[config.mk]
export PLATFORM = sky130hd
export DESIGN_NAME = sudoku_run_ctrl
export DESIGN_NICKNAME = d
export VERILOG_FILES = /design/src/rtl/sudoku_pkg.sv /design/src/rtl/key_edge_sync.sv /design/src/rtl/sudoku_run_ctrl.sv
export SDC_FILE = /design/constraint.sdc
export NUM_CORES = 1
export LEC_CHECK = 0
export CAP_MARGIN = 30
export CORE_MARGIN = 4
export CORE_UTILIZATION = 59
export CTS_CLUSTER_DIAMETER = 30
export CTS_CLUSTER_SIZE = 10
export DETAILED_ROUTE_END_ITERATION = 7
export PLACE_DENSITY = 0.92
export SLEW_MARGIN = 20
export SYNTH_ARGS = -nofsm -noshare
export SYNTH_HDL_FRONTEND = slang
export SYNTH_SLANG_ARGS = --single-unit
[constraint.sdc]
create_clock -name clock -period 4 [get_ports clock]
set_input_delay 1 -clock clock [delete_from_list [all_inputs] [get_ports clock]]
set_output_delay 1 -clock clock [all_outputs]
set_load 0.02 [all_outputs]
[src/rtl/sudoku_pkg.sv]
// Shared types and helpers for the sudoku run sequencer: status codes, FSM states,
// and the retry-seed LFSR step.
package sudoku_pkg;

  typedef enum logic [1:0] {
    ST_IDLE    = 2'b00,
    ST_WORKING = 2'b01,
    ST_SUCCESS = 2'b10,
    ST_FAIL    = 2'b11
  } status_e;

  typedef enum logic [2:0] {
    S_IDLE,
    S_CLEAR,
    S_LAUNCH,
    S_RUN,
    S_RETRY,
    S_SUCCESS,
    S_FAIL
  } run_state_e;

  // Fibonacci step on the low w bits; an all-zero result is forced to 1 so the
  // retry sequence can never lock up.
  function automatic logic [31:0] lfsr_next(input logic [31:0] s,
                                            input logic [31:0] taps,
                                            input int unsigned w);
    logic [31:0] mask;
    logic [31:0] r;
    mask = (32'd1 << w) - 32'd1;
    r    = ((s << 1) | 32'(^(s & taps & mask))) & mask;
    if (r == 32'd0) r = 32'd1;
    return r;
  endfunction

  function automatic status_e status_of(input run_state_e s);
    case (s)
      S_IDLE:    return ST_IDLE;
      S_SUCCESS: return ST_SUCCESS;
      S_FAIL:    return ST_FAIL;
      default:   return ST_WORKING;
    endcase
  endfunction

endpackage

[src/rtl/key_edge_sync.sv]
// Two-flop synchroniser for an asynchronous board input; presents either the
// synchronised level or a one-cycle rising-edge pulse.
module key_edge_sync #(
  parameter bit EDGE_ONLY = 1'b1
) (
  input  logic clock,
  input  logic reset_n,
  input  logic din,
  output logic sync_out
);

  logic [2:0] sh;

  // NOTE: sequential state uses non-blocking assignments so every flop samples
  // the pre-edge value of its neighbour; blocking here would collapse the chain.
  always_ff @(posedge clock or negedge reset_n) begin
    if (!reset_n) sh <= '0;
    else          sh <= {sh[1:0], din};
  end

  assign sync_out = EDGE_ONLY ? (sh[1] & ~sh[2]) : sh[1];

endmodule

[src/rtl/sudoku_run_ctrl.sv]
// Run sequencer for the grid solver: start/abort handling, clear-and-launch,
// watchdog, LFSR-reseeded retries and a registered status/attempt report.
module sudoku_run_ctrl
  import sudoku_pkg::*;
#(
  parameter int                SEED_W         = 8,
  parameter logic [SEED_W-1:0] LFSR_TAPS      = SEED_W'(8'hB8),
  parameter int                MAX_TRIES      = 4,
  parameter int                TIMEOUT_CYCLES = 1_000_000,
  parameter int                CLEAR_CYCLES   = 4
) (
  input  logic                           clock,
  input  logic                           reset_n,
  input  logic [SEED_W-1:0]              seed_in,
  input  logic                           rq_start,
  input  logic                           rq_abort,
  input  logic                           grid_done,
  input  logic                           grid_success,
  output logic                           grid_reset,
  output logic                           grid_start,
  output logic [SEED_W-1:0]              grid_seed,
  output logic [1:0]                     status,
  output logic [$clog2(MAX_TRIES+1)-1:0] attempts
);

  localparam int AW = $clog2(MAX_TRIES + 1);
  localparam int WW = (TIMEOUT_CYCLES < 2) ? 1 : $clog2(TIMEOUT_CYCLES);
  localparam int CW = (CLEAR_CYCLES < 2) ? 1 : $clog2(CLEAR_CYCLES);

  localparam logic [WW-1:0] WD_LAST  = WW'(TIMEOUT_CYCLES - 1);
  localparam logic [CW-1:0] CLR_LAST = CW'(CLEAR_CYCLES - 1);
  localparam logic [AW-1:0] TRIES    = AW'(MAX_TRIES);

  logic start_edge;
  logic abort_lvl;

  key_edge_sync #(.EDGE_ONLY(1'b1)) u_start_sync (
    .clock    (clock),
    .reset_n  (reset_n),
    .din      (rq_start),
    .sync_out (start_edge)
  );

  key_edge_sync #(.EDGE_ONLY(1'b0)) u_abort_sync (
    .clock    (clock),
    .reset_n  (reset_n),
    .din      (rq_abort),
    .sync_out (abort_lvl)
  );

  run_state_e        state_q, state_d;
  status_e           status_q;
  logic [WW-1:0]     wdog_q, wdog_d;
  logic [CW-1:0]     clr_q, clr_d;
  logic [SEED_W-1:0] seed_d;
  logic [AW-1:0]     att_d;

  // NOTE: every signal assigned below gets a default first, so no path can
  // leave one unassigned and infer a latch.
  always_comb begin
    state_d = state_q;
    seed_d  = grid_seed;
    att_d   = attempts;
    wdog_d  = wdog_q;
    clr_d   = clr_q;

    // Abort outranks everything, including a start seen in the same cycle.
    if (abort_lvl) begin
      state_d = S_IDLE;
    end else begin
      case (state_q)
        S_IDLE, S_SUCCESS, S_FAIL: begin
          if (start_edge) begin
            state_d = S_CLEAR;
            seed_d  = seed_in;
            att_d   = '0;
            clr_d   = '0;
          end
        end
        S_CLEAR: begin
          if (clr_q == CLR_LAST) begin
            state_d = S_LAUNCH;
            att_d   = attempts + AW'(1);
            wdog_d  = '0;
          end else begin
            clr_d = clr_q + CW'(1);
          end
        end
        S_LAUNCH: state_d = S_RUN;
        S_RUN: begin
          // A done in the final watchdog cycle still reports its real result.
          if (grid_done && grid_success) begin
            state_d = S_SUCCESS;
          end else if (grid_done || wdog_q == WD_LAST) begin
            state_d = S_RETRY;
          end else if (wdog_q != '1) begin
            wdog_d = wdog_q + WW'(1);
          end
        end
        S_RETRY: begin
          if (attempts < TRIES) begin
            state_d = S_CLEAR;
            seed_d  = SEED_W'(lfsr_next(32'(grid_seed), 32'(LFSR_TAPS), SEED_W));
            clr_d   = '0;
          end else begin
            state_d = S_FAIL;
          end
        end
        default: state_d = S_IDLE;
      endcase
    end
  end

  // Outputs are registered from the next state so they change with the state.
  always_ff @(posedge clock or negedge reset_n) begin
    if (!reset_n) begin
      state_q    <= S_IDLE;
      status_q   <= ST_IDLE;
      grid_reset <= 1'b1;
      grid_start <= 1'b0;
      grid_seed  <= '0;
      attempts   <= '0;
      wdog_q     <= '0;
      clr_q      <= '0;
    end else begin
      state_q    <= state_d;
      status_q   <= status_of(state_d);
      grid_reset <= (state_d == S_IDLE) || (state_d == S_CLEAR);
      grid_start <= (state_d == S_LAUNCH);
      grid_seed  <= seed_d;
      attempts   <= att_d;
      wdog_q     <= wdog_d;
      clr_q      <= clr_d;
    end
  end

  assign status = status_q;

endmodule

### After elaboration in Yosys (flattened, before gate mapping)

Index checks and enable logic that the tools add are counted.

| storage, ports and cells | value |
|---|---|
| output and inout bits | 15 |
| input bits | 14 |
| logic and storage cells | 78 |
| register bits | 45 |

| operators by class | value |
|---|---|
| add/subtract/negate cells | 3 |
| order comparisons | 1 |
| reductions and logical operators | 16 |
| eq/ne operators | 20 |
| bitwise operators | 4 |
| multiplexer cells | 24 |

Operators with widths:

| cell | number |
|---|---|
| 20-bit 2-to-1 mux | 4 |
| 20-bit one-hot mux with 2 select lines | 1 |
| 32-bit zero test | 1 |
| 32-bit XOR reduction | 1 |
| 3-bit 2-to-1 mux | 8 |
| 8-bit 2-to-1 mux | 3 |
| 20-bit by 1-bit adder with 20-bit output, second input constant | 1 |
| 20-bit == test, second input constant | 1 |
| 20-bit != test, second input constant | 1 |
| 8-bit one-hot mux with 2 select lines | 1 |
| 3-bit == test, second input constant | 5 |
| 3-bit one-hot mux with 5 select lines | 1 |
| 2-bit != test, second input constant | 7 |
| 2-bit one-hot mux with 3 select lines | 2 |
| 3-bit by 2-bit == test with 1-bit output, second input constant | 3 |
| 8-bit by 1-bit bitwise OR with 8-bit output | 1 |
| 4-bit AND reduction | 2 |
| 3-bit by 1-bit == test with 1-bit output, second input constant | 2 |
| 3-bit zero test | 2 |
| 2-bit 2-to-1 mux | 3 |
| 3-bit one-hot mux with 2 select lines | 1 |
| 6-bit AND reduction | 1 |
| 2-bit nonzero test | 3 |
| 5-bit AND reduction | 1 |
| 10 further kinds | 12 |

### Depth between registers and ports, before layout

| logic depth | value |
|---|---|
| depth after elaboration | 8 |
| gate-level depth with buffers | 9 |
| gate-level depth less buffers | 7 |

### Cells and area by module

A second synthesis with hierarchy kept.

| second synthesis, totals | value |
|---|---|
| cells, all modules | 254 |
| area total of the unflattened synthesis | 2648.8 µm² |

Modules (own cells, without submodules):

| module | cells an instance | area each (µm²) | sequential area each (µm²) | times used |
|---|---|---|---|---|
| sudoku_run_ctrl | 248 | 2509.9 | 1002.2 | 1 |
| key_edge_sync at u_start_sync | 4 | 88.8 | 75.1 | 1 |
| key_edge_sync at u_abort_sync | 2 | 50.0 | 50.0 | 1 |

### Worst setup path before layout

OpenSTA, ideal clock, no wires.

| path | value |
|---|---|
| kind | input port to flip-flop |
| from | input grid_done |
| to | register clr_q[0] |
| cell stages on the path | 6 |
| buffers on the path | 1 |
| setup time | 0.125 ns |
| path slack | 1.539 ns |
| arrival | 2.337 ns |
| required time | 3.875 ns |
| cells stage by stage | and2_0 -> a31o_1 -> buf_2 -> or3_1 -> nor3_2 -> mux2_2 |

RTL lines:

| what | RTL line | RTL |
|---|---|---|
| start: declaration | sudoku_run_ctrl.sv:17 | `input logic grid_done,` |
| end signal: assignment | sudoku_run_ctrl.sv:133 | `clr_q <= clr_d;` |
| end: declaration | sudoku_run_ctrl.sv:54 | `logic [CW-1:0] clr_q, clr_d;` |

==> impl_results.md <==
* Least-Margin Pin Slew at just over 0.8 ns
* GRT Total Usage at 20.03%
* I/O Pins at 29
* Final setup violation count at 0
* Share of the synthesized area in the top cell type at between 40 and 50%
* R2R setup slack at about 1.4 ns
* FFs w/ async S/R, synth at 100.0%
* Worst Hold Depth at 0
* CP delay by family, top: simple AND/OR/NAND/NOR gates
* Vias in the first global route at between 1500 and 2000
* Worst vdd ir at 0.2193 mV
* Ranking of synthesized cells by area: dfrtp_1, xnor2_1, nor2_1
* Final period util at 70.77%
* Clock Tree Root: clkbuf_8
* Main combinational cell family by area after synthesis: simple AND/OR/NAND/NOR gates
* Power density over the cells at 357.5 nW/um2
* First-pass GRT wire length at 8079 um
* Ys Warns at 0
* Register bit count reported by yosys at 45
* Die span in x at approximately 71 um
* CTS Buf Count at 5
* Iter 0 DRT Violations at 161
* Final worst slack at roughly 1.2 ns
* Sum Neg Setup Slack at 0 ns
* Sequential share of the synthesized area at about 48%
* Antenna diode count at 0
* CTS tree: yes
* Buf/Inv on CP at 1
* Max-cap violations at 0
* Max transition margin at roughly 45%
* RR Startpoint: state_q[1]
* Hold Fails Final Rpt at 0
* Synth Area in Simple Gates at between 20% and 30%
* CTS Hold Buffers Added at 0
* Stages on worst setup path at 6
* Synth unique cells at 50
* CP Launch Type: primary input
* Via count at 1883
* Pins Over Slew Limit at 0
* Final Util at between 70 and 80%
* Count leader, synth: dfrtp_1
* Fillers at around 270
* CP max-delay cell: or3_1
* Clock Sinks at 45
* Startpoint of the worst hold path: u_start_sync.sh[0]
* Largest net degree at the start of global routing at between 40 and 50
* Share of cells above drive strength 1 at between 10% and 20%
* DRT antenna net count at 0
* Crit path DAT at approximately 3.0 ns
* Synth Area in Adders at under 10%
* DR WL/cell at approximately 16 um
* Net Sw Frac at between 20 and 30%
* Vias per Instance at about 6
* Power share of the clock group at 27.7%
* EDFF count, synth at 0
* Syn Nets at 251
* Area Overhead vs Synth at 16.46%
* Clock Skew at approximately 0.0055 ns
* Post-synthesis xor/xnor area fraction at 7.041%
* Grt total ovfl at 0
* Combinational share of power at around 18%
* FF-to-FF path depth at 6
* Avg Inst Size Synth at slightly above 10 um2
* Critical path type: in -> reg
* Cts repair resizes at 0
* Fmax at 0.3533 GHz
* Synth Area in Compound Gates at 11.75%
* Area leader, netlist: dfrtp_1
* Max stage delay on crit path at approximately 0.45 ns
* Deepest clock path buffer count at 2
* Non-Filler Instances at 310
* Critical-path maximum fanout at 18
* Total power at approximately 0.98 mW
* PortBufs at 28
* Mux share of post-synthesis cell area at 5.294%
* Sequential share of power at about 54%
* Synthesized netlist cell count at 234
* WP data required at around 4.2 ns
* DRT Pass-1 Iters at 4
* DP Cell Count at around 300
* Core area at 3771 um2
* DP HPWL at about 3300 um
* Total wire length at between 4000 and 5000 um
* Critical Path Start: grid_done
* Die Area at slightly above 5000 um2
* Initial Utilization at between 60% and 70%
* Post-layout nets at between 200 and 300
* Outcome: completed
* Worst-Skew Late Latency at ~0.30 ns
* Number of antenna violations at the first check in global routing at 0
* Area occupied by multi-input gates at 1182 um2
* Storage cell area at approximately 1100 um2
* Synth cell count leaders: dfrtp_1, nor2_1, xnor2_1
* Final Wtd Congestion at approximately 0.85
* FP Rows at 22
* Worst slack, placed at approximately 0.85 ns
* Post-synth top flop: dfrtp_1
* P_int at 0.7008 mW
* Post-CTS Setup Repair Bufs at 0
* Leak at roughly 1.0 nW
* Die height at just over 70 um
* Psw at 0.2833 mW
* Synthesized area at about 2400 um2
* # DRC at 0
* Min-delay worst type: reg -> reg
* H-tree Lvls at 2
* Min Tclk post-route at approximately 2.8 ns
* Clock slew at reported path FFs at around 0.080 ns
* RSZ-0062 raised after global routing: no
* CP endpoint kind: register
* Crit path cell chain: clkdlybuf4s50_1 -> and2_0 -> a31o_1 -> or3_1 -> nor3_2 -> mux2_2
## worst paths after layout
path                                      end
max                                  clr_q[0]
min                        u_start_sync.sh[1]
max reg2reg                          clr_q[0]
min reg2reg                u_start_sync.sh[1]
max in group asynchronous          wdog_q[14]
min in group asynchronous           wdog_q[7]
## power groups by stage
stage	logic, mW	registers (mW)	clock network (mW)
4_1_cts	0.178	0.533	0.279
5_1_grt	0.194	0.541	0.296
6_report	0.178	0.534	0.272
3_5_place_dp	0.177	0.541	0
2_1_floorplan	0.0796	0.555	0
3_3_place_gp	0.170	0.540	0
## flip-flops by register name (all words and copies together) (netlist names)
name	flops
grid_reset	1
u_start_sync.sh	3
grid_start	1
u_abort_sync.sh	2
clr_q	2
state_q	3
grid_seed	8
attempts	3
status	2
wdog_q	20
## placed cells by master (no fill, tap or decap), types with 2 or more instances in the layout
| cell type | n |
|---|---|
| dfrtp_1 | 44 |
| nor2_1 | 33 |
| clkdlybuf4s50_1 | 27 |
| xnor2_1 | 18 |
| a21oi_1 | 15 |
| nand2_1 | 12 |
| nor3_1 | 8 |
| mux2i_1 | 8 |
| nor4_1 | 8 |
| nand3_1 | 6 |
| clkbuf_8 | 5 |
| o21bai_1 | 4 |
| nor4b_1 | 4 |
| mux2_2 | 4 |
| nor2b_1 | 3 |
| inv_1 | 3 |
| and3b_1 | 3 |
| and4_1 | 3 |
| a31o_1 | 3 |
| nor3b_1 | 3 |
| nor3_2 | 3 |
| nand4_1 | 3 |
| ha_1 | 3 |
| or3_1 | 2 |
| nand2b_1 | 2 |
| and3_1 | 2 |
| a211oi_1 | 2 |
| nor4_2 | 2 |
| or2_2 | 2 |
| a22o_1 | 2 |
| o21ai_0 | 2 |
| clkinv_2 | 2 |
| buf_4 | 2 |
## layer usage
layer | track usage (%) | up-vias | share of wire (%)
li1 | - | 894 | -
met1 | 27.86 | 920 | 46
met2 | 30.92 | 58 | 47
met3 | 4.067 | 11 | 4.7
met4 | 7.933 | 0 | 2.4
met5 | 0 | - | 0
## logic make-up (layout without fill, tap and decap cells)
logic type	Yosys count	in the layout
AOI/OAI and AO/OA	39	39
xor gates and xnor gates	19	19
adders and majority gates	3	3
buffers and inverters	13	41
DFF	45	45
muxes	12	12
and+or+nand+nor	103	103
## per-stage QoR
stage          hold slack, ns  instance area, um2
4_1_cts                0.3578                2750
3_3_place_gp           0.3317                2668
2_1_floorplan          0.3312                2364
5_1_grt                0.3634                2753
3_5_place_dp           0.3395                2668
6_report               0.3557                2753
## area by class of cell
type | instances | share of cell area (%)
Multi-Input combinational cell | 176 | 42.95
Sequential cell | 45 | 40.95
Timing Repair Buffer | 29 | 10.36
Clock buffer | 6 | 2.636
Tap cell | 48 | 2.182
Inverter | 4 | 0.5455
Clock inverter | 2 | 0.3636
## worst register-to-register path, delay by kind of cell, from the launching register on
family             cells  cell delay (ns)
DFF                    1             0.56
muxes                  1             0.36
and+or+nand+nor        4             1.17
AOI/OAI and AO/OA      1             0.40
Note: power is estimated with default switching activity, not from simulation.
